`config.mk`:
```
export PLATFORM = sky130hd
export DESIGN_NAME = mem_port_arbiter
export DESIGN_NICKNAME = d
export VERILOG_FILES = /design/src/rtl/mem_port_arbiter.sv
export SDC_FILE = /design/constraint.sdc
export NUM_CORES = 1
export LEC_CHECK = 0
export CAP_MARGIN = 40
export CELL_PAD_IN_SITES_DETAIL_PLACEMENT = 2
export CELL_PAD_IN_SITES_GLOBAL_PLACEMENT = 2
export CORE_UTILIZATION = 15
export CTS_CLUSTER_SIZE = 30
export DETAILED_ROUTE_END_ITERATION = 8
export HOLD_SLACK_MARGIN = 0.15
export PLACE_DENSITY_LB_ADDON = 0.1
export SYNTH_ARGS = -nofsm -noshare
export SYNTH_HDL_FRONTEND = slang
export SYNTH_SLANG_ARGS = --single-unit
```
`constraint.sdc`:
```
create_clock -name i_clk -period 7.83 [get_ports i_clk]
set_input_delay 2.349 -clock i_clk [delete_from_list [all_inputs] [get_ports i_clk]]
set_output_delay 2.349 -clock i_clk [all_outputs]
set_load 0.02 [all_outputs]
```
`src/rtl/mem_port_arbiter.sv`:
```
// Two-requester arbiter for the single linear-memory port (core priority, host starvation guard, host lock).
// Optional grant statistics outputs are compiled in with `define MEM_ARB_STATS_EN.
module mem_port_arbiter #(
    parameter int ADDR_W       = 32,
    parameter int DATA_W       = 32,
    parameter int STARVE_LIMIT = 4
) (
    input  logic              i_clk,
    input  logic              i_rst,
    input  logic              core_req_vld,
    input  logic              core_we,
    input  logic [ADDR_W-1:0] core_addr,
    input  logic [DATA_W-1:0] core_wdata,
    output logic              core_req_rdy,
    output logic [DATA_W-1:0] core_rd_data,
    output logic              core_rd_vld,
    input  logic              host_req_vld,
    input  logic              host_we,
    input  logic [ADDR_W-1:0] host_addr,
    input  logic [DATA_W-1:0] host_wdata,
    input  logic              host_lock,
    output logic              host_req_rdy,
    output logic [DATA_W-1:0] host_rd_data,
    output logic              host_rd_vld,
`ifdef MEM_ARB_STATS_EN
    output logic [31:0]       core_grant_cnt,
    output logic [31:0]       host_grant_cnt,
    output logic [31:0]       forced_grant_cnt,
`endif
    output logic              mem_re,
    output logic              mem_we,
    output logic [ADDR_W-1:0] mem_addr,
    output logic [DATA_W-1:0] mem_wr_data,
    input  logic [DATA_W-1:0] mem_rd_data
);

    typedef enum logic {IDLE, HOST_LOCK} state_t;

    localparam logic [7:0] LIMIT = 8'(STARVE_LIMIT);

    state_t     state_reg, state_next;
    logic [7:0] starve_cnt_reg, starve_cnt_next;
    logic       rd_pend_reg, rd_owner_reg;
    logic       locked, starved, grant_host, grant_core, grant_any, sel_we;

    // The lock only holds while host_lock stays high; the cycle it drops already
    // arbitrates with normal priority, so a waiting core is served immediately.
    always_comb begin
        locked     = (state_reg == HOST_LOCK) && host_lock;
        starved    = (starve_cnt_reg == LIMIT);
        grant_host = 1'b0;
        grant_core = 1'b0;
        if (!i_rst) begin
            if (locked) begin
                grant_host = host_req_vld;
            end else begin
                grant_host = host_req_vld && (!core_req_vld || starved);
                grant_core = core_req_vld && !grant_host;
            end
        end
        grant_any = grant_host || grant_core;
    end

    assign core_req_rdy = grant_core;
    assign host_req_rdy = grant_host;

    always_comb begin
        sel_we      = grant_host ? host_we    : core_we;
        mem_addr    = grant_host ? host_addr  : core_addr;
        mem_wr_data = grant_host ? host_wdata : core_wdata;
        mem_re      = grant_any && !sel_we;
        mem_we      = grant_any && sel_we;
    end

    always_comb begin
        state_next = state_reg;
        case (state_reg)
            IDLE:      if (grant_host && host_lock) state_next = HOST_LOCK;
            HOST_LOCK: if (!host_lock)              state_next = IDLE;
            default:   state_next = IDLE;
        endcase
    end

    always_comb begin
        starve_cnt_next = starve_cnt_reg;
        if (!host_req_vld || grant_host)
            starve_cnt_next = 8'd0;
        else if (starve_cnt_reg != LIMIT)
            starve_cnt_next = starve_cnt_reg + 8'd1;
    end

    always_ff @(posedge i_clk or posedge i_rst) begin
        if (i_rst) begin
            state_reg      <= IDLE;
            starve_cnt_reg <= 8'd0;
            rd_pend_reg    <= 1'b0;
            rd_owner_reg   <= 1'b0;
        end else begin
            state_reg      <= state_next;
            starve_cnt_reg <= starve_cnt_next;
            rd_pend_reg    <= mem_re;
            if (mem_re)
                rd_owner_reg <= grant_host;
        end
    end

    assign core_rd_vld  = rd_pend_reg && !rd_owner_reg;
    assign host_rd_vld  = rd_pend_reg && rd_owner_reg;
    assign core_rd_data = mem_rd_data;
    assign host_rd_data = mem_rd_data;

`ifdef MEM_ARB_STATS_EN
    logic forced_grant;
    assign forced_grant = grant_host && !locked && core_req_vld && starved;

    always_ff @(posedge i_clk or posedge i_rst) begin
        if (i_rst) begin
            core_grant_cnt   <= 32'd0;
            host_grant_cnt   <= 32'd0;
            forced_grant_cnt <= 32'd0;
        end else begin
            if (grant_core)   core_grant_cnt   <= core_grant_cnt + 32'd1;
            if (grant_host)   host_grant_cnt   <= host_grant_cnt + 32'd1;
            if (forced_grant) forced_grant_cnt <= forced_grant_cnt + 32'd1;
        end
    end
`endif

endmodule

```
After elaboration in Yosys (flattened, before gate mapping)
Index checks and enable logic that the tools add are counted.
Widths: inputs -> output; s select.
- logic and storage cells: 37
- output and inout bits: 134
- bits in registers: 11
- equal/unequal tests: 2
- bitwise logic cells: 1
- add/sub/neg operators: 1
- reduce and logical (&&, ||, !) cells: 17
- mux-type cells: 12
- operators with widths (cell ; number):
    $mux 32 ; 2
    $mux 8 ; 2
    $add 8x1->8 const B ; 1
    $eq 8x3->1 const B ; 1
    $logic_and 1x1->1 ; 8
    $ne 8x3->1 const B ; 1
    $mux 1 ; 7
    $logic_not 1->1 ; 5
    $logic_or 1x1->1 ; 3
    $pmux 1 s2 ; 1
    $reduce_bool 2->1 ; 1
    $not 1->1 ; 1

Logic depth before layout (Yosys ltp)
- word-level depth: 9
- gate-level depth with buffers: 8
- gate-level depth less buffers: 5

Least setup slack after synthesis
No wires, ideal clock.
- kind: input to output
- start point: in core_req_vld
- end point: out mem_wr_data[11]
- required time: 5.481 ns
- path buffers: 2
- data arrival time: 3.658 ns
- cell stages on the path: 5
- slack: 1.823 ns
- cells stage by stage: a21boi_1 -> buf_2 -> clkbuf_1 -> o211ai_2 -> o211ai_1
- word-level cells in the longest chain between the ends: 6
- ends and longest elaborated chain (what ; line ; source):
    from (decl) ; 10 ; input logic core_req_vld,
    $logic_not 1->1 ; 57 ; grant_host = host_req_vld && (!core_req_vld || starved);
    $logic_or 1x1->1 ; 57 ;
    $logic_and 1x1->1 ; 57 ;
    $mux 1 ; 54 ; if (locked) begin
    $mux 1 ; 53 ; if (!i_rst) begin
    $mux 32 ; 70 ; mem_wr_data = grant_host ? host_wdata : core_wdata;
    to (decl) ; 33 ; output logic [DATA_W-1:0] mem_wr_data,
No other way between the ends.

Worst setup path after layout
- start point: in host_req_vld
- end point: out mem_wr_data[23]
- word-level cells in the longest chain between the ends: 4
- ends and longest elaborated chain (what ; line ; source):
    from (decl) ; 17 ; input logic host_req_vld,
    $logic_and 1x1->1 ; 57 ;
    $mux 1 (*) ; 54 ;
    $mux 1 (*) ; 53 ;
    $mux 32 (*) ; 70 ;
Every way passes the cells marked *; elsewhere a longest branch is shown, timed or not.

==> results.cfg <==
[clocking]
hold_buffers = 0
clockRootBuffer = clkbuf_16
post_cts_buffers = 0
clkSinkCount = 11
htreeDepth = 1
cts_buffers = 3
cts_tree = built
cts.path.max_buffers = 2
clk-insertion-delay-late_ps = 240
postCtsResizedCells = 0
clk_pin_slew_ps = 50

[logic_synthesis]
yosysWarnings = 0
ys_ff_latch = 11
yosys_most_used_dff = dfrtp_1
synth_top_area_share_pct = 26.77
synth_cells = 445
yosysTopAreaCell = o211ai_1
yosysMostFrequentCell = o211ai_1
synth_cell_types = 40
synthArstFlopShare_pct = 100.0
ys_seq_area_share_pct = 9.087
synth_fp_nets = 614
yosys-top-cells-count = o211ai_1, nand2_1, o21ai_0
synth_area_leaders = o211ai_1, buf_4, o21ai_0, dfrtp_1, nand2_1
synth_area_mm2 = 0.003029
synth-edff-count = 0
syn_area_per_cell_um2 = 6.807

[worst_setup_path]
startpoint = host_req_vld
required_ps = 5480
r2r_cells = 4
critPathArrivalTime_ps = 4720
crit_type = primary input to primary output
start_kind = primary input
crit_path_end_kind = primary output
crit_path_max_fanout = 43
r2r_start = starve_cnt_reg[2]

[finish]
antenna_cells = 0
final_layout_size_suffix_gt1_share_pct = 8.909
largest_register_ffs = 8
syn2layout_area_growth_pct = 64.06
final_nets = 720

[sta]
period_minus_slack_ps = 7074
hold_viol = 0
setup_slack_ps = 756.2
fmax_mhz = 141.4
drv_slew = 0
hold_slack_ps = 576.3
slew_headroom_pct = 44.42
finalCritPeriodShare_pct = 90.34
final-setup-viol-count = 0
finalSetupTns_ps = 0
worst_pin_slew_ps = 832.5
rsz0062_at_grt = no
skew_ps = 7.131

[floorplanning]
core.rowCount = 51
ios = 301
start_util_pct = 15.41
die_x_um = 144.1
die_h_um = 144.1
dieArea_mm2 = 0.02077
core_region_area_mm2 = 0.01965

[flow_run]
cap_violations = 0

[drt]
ant_nets = 0
vias = 3879
vias_per_cell = 4.760
drt-wirelength-per-cell_um = 20.30
drc_errors = 0
drt_first_pass_iters = 4
routed_wl_um = 16540
drt_iter0_drc = 109

[worst_hold_path]
holdPathStages = 2
hold_class = flip-flop to flip-flop
hp-start = state_reg

[place]
numPortBuffers = 204
dpl.hpwl_um = 11780
gp_congestion = 0.7077
pre_cts_ws_ps = 694.6

[global_route]
grt_pass1_vias = 4375
antenna_found_initial = 0
grt_pass1_wl_um = 25210
grt_usage_pct = 15.60
overflow = 0
grt_max_degree = 52

[power]
powerDensity_mw_per_mm2 = 100.1
power_leakage_nw = 1.542
ir_drop_uv = 72.00

[run_status]
status = finished, final reports clean
through the flow:
step	area, um^2	cells	util (%)	power, mW
finish	4970	815	25.29	0.4976
global route	4970	815	25.29	0.5286
CTS	4970	815	25.29	0.5057
detailed placement	4890	811	24.88	0.4059
global placement	4862	810	24.74	0.3973
floorplan	3029	445	-	0.2647
routing by layer:
| layer | up-vias | routed length, um | global-route usage (%) |
|---|---|---|---|
| li1 | 1819 | - | - |
| met3 | 15 | 872 | 2.748 |
| met2 | 99 | 8827 | 29.62 |
| met1 | 1946 | 6665 | 18.13 |
| met4 | 0 | 176 | 2.856 |
| met5 | - | 0 | 0 |
power breakdown:
group | internal, mW | switching (mW)
combinational | 0.163 | 0.176
sequential | 0.0597 | 0.00328
clock | 0.0679 | 0.0281
total | 0.291 | 0.207
cell usage in the layout, fill, tap and decap left out, drive strengths merged, types with 3 or more instances in the layout:
master / Yosys / layout
a2111oi: 3 / 3
a21oi: 4 / 4
a221oi: 4 / 4
buf: 82 / 14
clkbuf: 34 / 3
clkdlybuf4s50: 0 / 203
dfrtp: 11 / 11
inv: 5 / 5
nand2: 69 / 69
nand3: 6 / 6
o211ai: 128 / 128
o21ai: 69 / 69
or3: 3 / 3
final cells by class:
type	count	area [um^2]
flip-flops and latches	11	275.3
repair buffers	217	2205
clock inverters	1	5.005
fillers	2323	14680
clock buffers	3	75.07
multi-input cells	312	2056
well taps	265	331.6
inverters	6	22.52
cells by family after synthesis:
| group | share of synthesized area [%] |
|---|---|
| AO/OA/AOI/OAI | 51.92 |
| adder cells (fa/ha/maj) | 0.8260 |
| buffers and inverters | 24.25 |
| AND/OR/NAND/NOR | 13.34 |
| XOR/XNOR | 0.5784 |
| flip-flops | 9.087 |
worst max-delay path, cell delays in order:
cell and delay (ps):
clkdlybuf4s50_1 490, inv_2 640, buf_4 330, o21ai_0 120, o211ai_1 110, clkdlybuf4s50_1 670
path summary, 6_finish.rpt:
kind | to | slack, ps
max | mem_wr_data[23] | 760
min | state_reg | 580
max reg2reg | starve_cnt_reg[0] | 5510
min reg2reg | state_reg | 580
max in group asynchronous | starve_cnt_reg[7] | 5180
min in group asynchronous | starve_cnt_reg[5] | 2450
Power figures use the tool's default switching activity.
